## config.mk

```make
export PLATFORM = sky130hd
export DESIGN_NAME = serv_timer_responder
export DESIGN_NICKNAME = d
export VERILOG_FILES = /design/src/rtl/serv_timer_responder.sv
export SDC_FILE = /design/constraint.sdc
export NUM_CORES = 1
export LEC_CHECK = 0
export ABC_AREA = 1
export BUFFER_PORTS_ARGS = -buffer_cell sky130_fd_sc_hd__buf_2
export CAP_MARGIN = 25
export CORE_AREA = 2 2 114 105
export CTS_BUF_LIST = sky130_fd_sc_hd__clkbuf_16
export DETAILED_ROUTE_END_ITERATION = 12
export DIE_AREA = 0 0 116 107
export GPL_ROUTABILITY_DRIVEN = 0
export PLACE_DENSITY = 0.78
export SKIP_CTS_REPAIR_TIMING = 1
export SLEW_MARGIN = 20
export SYNTH_ARGS = -nofsm -noshare
export SYNTH_HDL_FRONTEND = slang
export SYNTH_SLANG_ARGS = --single-unit
```

## constraint.sdc

```tcl
create_clock -name i_clk -period 1.7 [get_ports i_clk]
set_input_delay 0.085 -clock i_clk [delete_from_list [all_inputs] [get_ports i_clk]]
set_output_delay 0.085 -clock i_clk [all_outputs]
set_load 0.01 [all_outputs]
```

## src/rtl/serv_timer_responder.sv

```systemverilog
// serv_timer_responder: mtime/mtimecmp machine timer answering SERV dbus cycles.
// Optional feature macro: SERV_TIMER_64BIT_EN (64-bit mtime/mtimecmp; default 32-bit).
module serv_timer_responder #(
    parameter int unsigned PRESCALE       = 1,
    parameter              RESET_STRATEGY = "MINI"
) (
    input  logic        i_clk,
    input  logic        i_rst,
    input  logic [31:0] i_wb_adr,
    input  logic [31:0] i_wb_dat,
    input  logic [3:0]  i_wb_sel,
    input  logic        i_wb_we,
    input  logic        i_wb_cyc,
    output logic [31:0] o_wb_rdt,
    output logic        o_wb_ack,
    output logic        o_timer_irq
);

`ifdef SERV_TIMER_64BIT_EN
    localparam int TW   = 64;
    localparam bit IS64 = 1'b1;
`else
    localparam int TW   = 32;
    localparam bit IS64 = 1'b0;
`endif

    localparam bit          RST_ALL = (RESET_STRATEGY == "MINI");
    localparam logic [15:0] PS_MAX  = 16'(PRESCALE - 1);

    typedef enum logic {
        S_IDLE,
        S_ACK
    } state_t;

    state_t        r_state;
    logic [15:0]   r_pre;
    logic [TW-1:0] r_mtime;
    logic [TW-1:0] r_mtimecmp;
    logic [31:0]   r_rdt;
    logic          r_irq;

    logic          w_req;
    logic          w_tick;
    logic          w_wr;
    logic          w_wr_time;
    logic [1:0]    w_word;
    logic [63:0]   w_time64;
    logic [63:0]   w_cmp64;
    logic [63:0]   w_time_nxt;
    logic [63:0]   w_cmp_nxt;
    logic [31:0]   w_rd;

    // Replace only the byte lanes selected by sel.
    function automatic logic [31:0] f_merge(
        input logic [31:0] old,
        input logic [31:0] dat,
        input logic [3:0]  sel
    );
        logic [31:0] res;
        res = old;
        for (int b = 0; b < 4; b++) begin
            if (sel[b]) res[8*b +: 8] = dat[8*b +: 8];
        end
        return res;
    endfunction

    assign w_word   = i_wb_adr[3:2];
    assign w_req    = i_wb_cyc & (r_state == S_IDLE);
    assign w_tick   = (r_pre == PS_MAX);
    assign w_time64 = 64'(r_mtime);
    assign w_cmp64  = 64'(r_mtimecmp);

    // Upper words do not exist in the 32-bit build, so writes to them are dropped.
    assign w_wr = w_req & i_wb_we & (|i_wb_sel) & (IS64 | ~w_word[0]);

    // Next-state of mtime/mtimecmp; a bus write to mtime suppresses that tick.
    always_comb begin
        w_time_nxt = w_time64;
        w_cmp_nxt  = w_cmp64;
        w_wr_time  = 1'b0;
        if (w_wr) begin
            case (w_word)
                2'd0: begin
                    w_time_nxt[31:0] = f_merge(w_time64[31:0], i_wb_dat, i_wb_sel);
                    w_wr_time        = 1'b1;
                end
                2'd1: begin
                    w_time_nxt[63:32] = f_merge(w_time64[63:32], i_wb_dat, i_wb_sel);
                    w_wr_time         = 1'b1;
                end
                2'd2: w_cmp_nxt[31:0]  = f_merge(w_cmp64[31:0], i_wb_dat, i_wb_sel);
                default: w_cmp_nxt[63:32] = f_merge(w_cmp64[63:32], i_wb_dat, i_wb_sel);
            endcase
        end
        if (!w_wr_time && w_tick) begin
            w_time_nxt = w_time64 + 64'd1;
        end
    end

    // Read mux; upper words are zero in the 32-bit build via zero extension.
    always_comb begin
        w_rd = 32'd0;
        case (w_word)
            2'd0:    w_rd = w_time64[31:0];
            2'd1:    w_rd = w_time64[63:32];
            2'd2:    w_rd = w_cmp64[31:0];
            default: w_rd = w_cmp64[63:32];
        endcase
    end

    // Responder FSM, prescaler, timer registers and registered interrupt.
    always_ff @(posedge i_clk) begin
        if (i_rst) begin
            r_state <= S_IDLE;
            r_pre   <= 16'd0;
            if (RST_ALL) begin
                r_mtime    <= '0;
                r_mtimecmp <= '1;
                r_rdt      <= 32'd0;
                r_irq      <= 1'b0;
            end
        end else begin
            r_pre      <= w_tick ? 16'd0 : r_pre + 16'd1;
            r_mtime    <= w_time_nxt[TW-1:0];
            r_mtimecmp <= w_cmp_nxt[TW-1:0];
            r_irq      <= (r_mtime >= r_mtimecmp);
            case (r_state)
                S_IDLE: begin
                    if (i_wb_cyc) begin
                        r_state <= S_ACK;
                        r_rdt   <= i_wb_we ? 32'd0 : w_rd;
                    end else begin
                        r_rdt   <= 32'd0;
                    end
                end
                default: begin
                    r_state <= S_IDLE;
                    r_rdt   <= 32'd0;
                end
            endcase
        end
    end

    assign o_wb_ack    = (r_state == S_ACK);
    assign o_wb_rdt    = r_rdt;
    assign o_timer_irq = r_irq;

endmodule

```

---- Yosys cells after proc, flatten, opt, wreduce, memory -nomap -nowiden ----
Index checks and enable logic that the tools add are counted.
word-level totals
  bits in registers ....................... 114
  bits in latches ......................... 0
  memory bits (writable) .................. 0
  ROM bits ................................ 0
  memories ................................ 0
cells by class
  $add $sub $neg .......................... 2
  multiply operators ...................... 0
  div/mod/pow operators ................... 0
  magnitude comparators ................... 1
  eq/ne operators ......................... 2
  shift operators ......................... 0
  muxes and demuxes ....................... 11
  bitwise logic cells ..................... 7
  reductions and logical operators ........ 23
operators with widths
  kind                     number
  $mux W32                 3
  $pmux W32 S2             1
  $add A32 B1 Y32 const B  1
  $ge A32 B32 Y1           1
  $mux W8                  4
  $reduce_and A3 Y1        8
  $add A16 B1 Y16 const B  1
  $logic_not A16 Y1        1
  $reduce_bool A2 Y1       6
  $reduce_or A4 Y1         2
  $reduce_or A2 Y1         3
  $and A1 B1 Y1            4
  $mux W1                  3
  $not A1 Y1               3
  $eq A2 B1 Y1 const B     1
  $eq A2 B2 Y1 const B     1
  $logic_not A2 Y1         1
  $logic_and A1 B1 Y1      1
  $logic_not A1 Y1         1

---- Depth between registers and ports, before layout ----
Gate-level depths: netlist (run 1).
  word-level depth ........................ 10
  mapped depth ............................ 13

---- Worst setup path after synthesis (run 1) ----
Ideal clock, no wire load.
  path kind ............................... register to register
  start ................................... register r_mtime[1]
  end ..................................... register r_mtime[16]
  arrival time ............................ 1.347 ns
  data required time ...................... 1.568 ns
  path slack .............................. 0.221 ns
  stages on the path, launching flop included .. 10
  cell sequence ........................... dfxtp_1 ha_1 nand3_2 inv_1 nand2_2 nor2_1 xnor2_1 nand2_1 nand2_1 a21oi_1
on the way
  cells in the longest elaborated chain, start to end .. 2
ends and longest elaborated chain
  what                    RTL line  RTL
  from (decl)             37        logic [TW-1:0] r_mtime;
  from (signal assigned)  124       r_mtime <= w_time_nxt[TW-1:0];
  $add A32 B1 Y32         96        w_time_nxt = w_time64 + 64'd1;
  $mux W32                95        if (!w_wr_time && w_tick) begin
Every way passes these cells.
A chain may end at the register's enable or synchronous reset.

---- Worst setup path in the final report (run 1) ----
  start ................................... register r_pre[0]
  end ..................................... register r_mtime[4]
on the way
  cells in the longest elaborated chain, start to end .. 4
ends and longest elaborated chain
  what                          RTL line  RTL
  from (decl)                   36        logic [15:0] r_pre;
  from (signal assigned)        123       r_pre <= w_tick ? 16'd0 : r_pre + 16'd1;
  $logic_not A16 Y1 *           69        assign w_tick = (r_pre == PS_MAX);
  $logic_and A1 B1 Y1 *         95
  $reduce_bool A2 Y1 (no line)  -
  $reduce_and A3 Y1 (no line)   -
Every way passes the cells marked *; elsewhere a longest branch is shown, timed or not.

==> results.json, run 1 <==
{
  "grt_pass1_vias": 5555,
  "numCtsBuffers": 17,
  "coreArea_um2": 11200,
  "clkLatencyLatePin_ns": 0.43,
  "slew_headroom": 0.529,
  "routedWlPerCell_um": 13.6,
  "final_common_cell": "nand2_1",
  "grt.total_usage": 0.265,
  "syn_inst": 936,
  "drt-pass1-iter-count": 5,
  "fp.dieArea_um2": 12400,
  "viasPerCell": 5.13,
  "ys_seq_area_frac": 0.362,
  "required_ns": 2.05,
  "multiInputGateArea_um2": 3620,
  "synth_fp_nets": 1043,
  "yosys_register_bits": 114,
  "n_antenna_cell": 0,
  "cts.sinks": 114,
  "final_nets": 1178,
  "cellPowerDensity_nw_per_um2": 821,
  "dr.first_iter.drc_count": 543,
  "startpoint_type": "flip-flop",
  "finalMaxSlewViolations": 0,
  "rows": 37,
  "finalSetupViolCount": 0,
  "critPathMaxFanout": 20,
  "grt_setup_unrepaired": "yes",
  "r2r_cells": 12,
  "postPlaceCellArea_um2": 6940,
  "worstHoldPathType": "in2reg",
  "worst_pin_slew_ns": 0.706,
  "cp.depth": 12,
  "clk_pin_slew_ns": 0.05,
  "regArea_um2": 2300,
  "cp.arrival_ns": 2.03,
  "min_period_ns": 1.67,
  "critPathBufInv": 3,
  "leakage_uw": 0.00365,
  "clock.fmax_ghz": 0.598,
  "cts-root-buf": "clkbuf_16",
  "cts_tree": "built",
  "fin_worst_skew_ns": 0.00949,
  "worstSetupEndpoint": "r_mtime[4]",
  "worst_r2r_endpoint": "r_mtime[4]",
  "fp.dieW_um": 116,
  "critPathLaunch": "r_pre[0]",
  "vias": 6345,
  "fin_crit_sh": 0.983,
  "cp_top_family": "simple AND/OR/NAND/NOR gates",
  "overflow": 0,
  "regToRegStartpoint": "r_pre[0]",
  "antenna_found_initial": 0,
  "io-pin-count": 106,
  "slowest_delay_ns": 0.32,
  "avgSynthCellArea_um2": 6.74,
  "hp-start": "i_wb_sel[0]",
  "dp.cells": 1168,
  "layout-drive-gt1-share": 0.184,
  "grt_max_degree": 62,
  "hpwl_um": 11300,
  "grt_pass1_wl_um": 26000,
  "crit_type": "reg2reg",
  "portBuffers": 75,
  "initial_core_util": 0.563,
  "fin_tns_setup_ns": 0,
  "drc": 0,
  "endpoint_kind": "flip-flop",
  "detail-route-antenna-nets": 0,
  "instances_no_fill": 1238,
  "status": "finished clean",
  "fin_area_um2": 8000,
  "die_h_um": 107,
  "nFillCells": 909,
  "ir_drop_v": 0.000813,
  "drt_wl_total_um": 16800,
  "fin_util": 0.714,
  "hold_depth": 4,
  "cap_violations": 0,
  "netlist_area_um2": 6310,
  "synth_cell_types": 31,
  "r2r_slack_ns": 0.03,
  "htree_levels": 4,
  "cts_buffer_depth": 2,
  "hold_violations": 0,
  "final_cell_mix": "322 x nand2_1, 112 x a21oi_1, 103 x dfxtp_1",
  "yosysWarnings": 0,
  "cp_slowest_cell": "dfxtp_2",
  "syn2layout_area_growth_pct": 26.8,
  "path_cells": "inv_2, ha_1, nand3_1, nor2_1, nand2_2, nor2_4, buf_12, buf_12, nor2_4, nand2_1, nand3_1, nor2_1"
}
-- registers in the layout, indices dropped and copies added (netlist names) --
name,count
o_wb_rdt,32
r_mtimecmp,32
r_mtime,32
r_pre,16
o_timer_irq,1
o_wb_ack,1
-- where the power goes --
part           total [uW]  internal, uW  switching [uW]
Combinational         525           236             289
Clock                3240          2080            1170
Sequential           2790          2730            60.5
-- cells in the mapped netlist --
cell type	count	area, um2
nand4_1	5	31.3
o21a_1	1	7.51
nand3b_1	13	97.6
inv_1	75	282
nor2_4	12	135
buf_2	5	25.0
dfxtp_1	114	2280
nor3b_1	2	15.0
inv_2	6	22.5
buf_4	5	37.5
nor2_1	78	293
buf_8	1	15.0
clkbuf_1	13	48.8
buf_6	2	22.5
nor3_4	1	16.3
xor2_1	8	70.1
ha_1	35	438
nand2_2	5	31.3
nor3_2	1	10.0
nor4_1	1	6.26
nor2_2	7	43.8
xnor2_1	11	96.3
a21oi_1	116	581
nand3_2	2	20.0
a21o_1	1	7.51
buf_1	3	11.3
o21ai_0	46	230
or2_2	2	12.5
nand3_1	31	155
nand2_1	327	1230
nor3_1	7	35.0
-- tightest hold or removal path: stages --
cell and delay (ns):
buf_2 0.13, nand3_2 0.12, nor3_1 0.06, nor2_1 0.09
-- how the worst min path moves through the flow --
stage	end	slack, ns
after floorplan	r_mtimecmp[0]	0.21
after CTS	o_wb_ack	-0.13
after detailed placement	o_wb_ack	0.31
final	r_mtime[4]	0.1
after global routing	r_mtime[4]	0.12
after global placement	o_wb_ack	0.31
-- per-layer routing --
layer | wire (um) | track usage
met2 | 7800 | 0.414
met5 | 0 | 0
met3 | 1060 | 0.0707
met4 | 306 | 0.0893
met1 | 7660 | 0.356
-- per-stage QoR --
stage               setup slack [ns]  hold WS [ns]  power (uW)
floorplan                      0.221         0.211        3100
global placement              0.0251         0.313        3270
detailed placement           -0.0438         0.315        3280
CTS                          -0.0703        -0.130        6500
global route                 -0.0882         0.116        6820
finish                        0.0287        0.0961        6560
-- cells by family (layout without fill, tap and decap cells) --
kind of cell / after synthesis / count (layout) / synth area share
compound gates: 164 / 164 / 0.131
flops: 114 / 114 / 0.362
fa+ha+maj: 35 / 35 / 0.0694
xor+xnor: 19 / 19 / 0.0264
buf+inv: 110 / 256 / 0.0736
simple gates: 494 / 494 / 0.338
-- area by class of cell --
| type | count | area share |
|---|---|---|
| inverters | 81 | 0.0390 |
| well taps | 156 | 0.0244 |
| flip-flops and latches | 114 | 0.287 |
| clock buffers | 17 | 0.0532 |
| repair buffers | 145 | 0.130 |
| multi-input cells | 712 | 0.453 |
| clock inverters | 13 | 0.0131 |
Power figures use the tool's default switching activity.
==> inputs of run 2 (changes only) <==
==> constraint.sdc (replaced) <==
create_clock -name i_clk -period 1.7 [get_ports i_clk]
set_input_delay 0 -clock i_clk [delete_from_list [all_inputs] [get_ports i_clk]]
set_output_delay 0 -clock i_clk [all_outputs]
set_load 0.01 [all_outputs]
==> results.json, run 2 (synthesis gave the netlist of run 1 again) <==
{
  "status": "finished clean",
  "finalSetupViolCount": 0,
  "endpoint_kind": "flip-flop",
  "portBuffers": 75,
  "syn2layout_area_growth_pct": 29.2,
  "fin_ws_ns": 0.0478,
  "n_antenna_cell": 0,
  "drc": 0,
  "cp.arrival_ns": 2.00,
  "numCtsBuffers": 17,
  "coreArea_um2": 11200,
  "hold-worst-slack_ns": 0.00742,
  "routedWlPerCell_um": 14.1,
  "initial_core_util": 0.563,
  "startpoint_type": "flip-flop",
  "critPathMaxFanout": 20,
  "grt_pass1_wl_um": 27600,
  "cts.sinks": 114,
  "final_common_cell": "nand2_1",
  "grt_max_degree": 34,
  "htree_levels": 4,
  "grt.total_usage": 0.279,
  "clk_pin_slew_ns": 0.06,
  "dr.first_iter.drc_count": 629,
  "nFillCells": 882,
  "final_nets": 1180,
  "fp.dieArea_um2": 12400,
  "clkLatencyLatePin_ns": 0.42,
  "leakage_uw": 0.00372,
  "drt-pass1-iter-count": 7,
  "die_h_um": 107,
  "finalMaxSlewViolations": 0,
  "total_power_uw": 6980,
  "vias": 6487,
  "detail-route-antenna-nets": 0,
  "cap_violations": 0,
  "hpwl_um": 11600,
  "required_ns": 2.05,
  "viasPerCell": 5.22,
  "slew_headroom": 0.732,
  "cellPowerDensity_nw_per_um2": 856,
  "fp.dieW_um": 116,
  "min_period_ns": 1.65,
  "postPlaceCellArea_um2": 6940,
  "fin_crit_sh": 0.972,
  "io-pin-count": 106,
  "antenna_found_initial": 0,
  "crit_type": "reg2reg",
  "cts_buffer_depth": 2,
  "cts-root-buf": "clkbuf_16",
  "dp_slack_ns": -0.0501,
  "grt_setup_unrepaired": "yes",
  "ir_drop_v": 0.000733,
  "worstHoldPathType": "in2reg",
  "fin_area_um2": 8150,
  "overflow": 0,
  "rows": 37,
  "drt_wl_total_um": 17600,
  "final_cell_mix": "323 x nand2_1, 110 x a21oi_1, 105 x dfxtp_1",
  "fin_worst_skew_ns": 0.0104,
  "hold_violations": 0,
  "worst_pin_slew_ns": 0.402,
  "clock.fmax_ghz": 0.605,
  "cts_tree": "built",
  "grt_pass1_vias": 5941,
  "layout-drive-gt1-share": 0.198
}
## run 2: cell count changes in the layout (fill, tap and decap cells not counted), sizes merged
cell,change
clkinv,+2
inv,-2
clkbuf,+1
buf,+1
bufinv,+2
## run 2: power breakdown
group / switching [uW] / total, uW / internal [uW] / leakage (uW)
Sequential: 61.0 / 2790 / 2730 / 0.000927
Clock: 1240 / 3650 / 2410 / 0.000301
Combinational: 299 / 539 / 241 / 0.00249
Total: 1600 / 6980 / 5380 / 0.00372
## run 2: critical path, cell delays in order (launching register included)
cell and delay, ns:
dfxtp_1 0.34, nor2_1 0.14, nand3_1 0.09, nor2_1 0.11, nand2_1 0.11, nor2_4 0.21
buf_6 0.24, nor2_4 0.09, nand2_1 0.08, nand3_1 0.06, nor2_1 0.09
## run 2: final cells by class
class                      instances  area, um2  area share
clock buffer                      17        425      0.0522
inverter                          81        309      0.0379
sequential                       114       2290       0.281
clock inverter                    15        173      0.0212
timing repair buffer             147       1060       0.130
tap                              156        195      0.0240
multi-input combinational        712       3690       0.453
## run 2: layer usage
| layer | track usage | wire (um) | vias to the layer above |
|---|---|---|---|
| met5 | 0 | 0 | - |
| met4 | 0.0740 | 297 | 0 |
| met3 | 0.0678 | 1050 | 35 |
| met2 | 0.458 | 8380 | 224 |
| met1 | 0.367 | 7830 | 2953 |
| li1 | - | - | 3275 |
## run 2: worst paths after layout
path,end,slack (ns),from,cells after the start
setup reg to reg,r_mtime[4],0.05,r_pre[8],10
hold reg to reg,o_wb_rdt[6],0.46,r_mtimecmp[6],2
hold / removal,r_mtimecmp[0],0.007,i_wb_sel[0],4
setup / recovery,r_mtime[4],0.05,r_pre[8],10
## run 2: stage by stage
stage	setup TNS, ns	cells	utilization
after floorplan	0	936	-
after global placement	0	1168	0.620
after detailed placement	-0.177	1168	0.620
after CTS	-0.279	1200	0.673
after global routing	-0.533	1242	0.727
final	0	1242	0.727
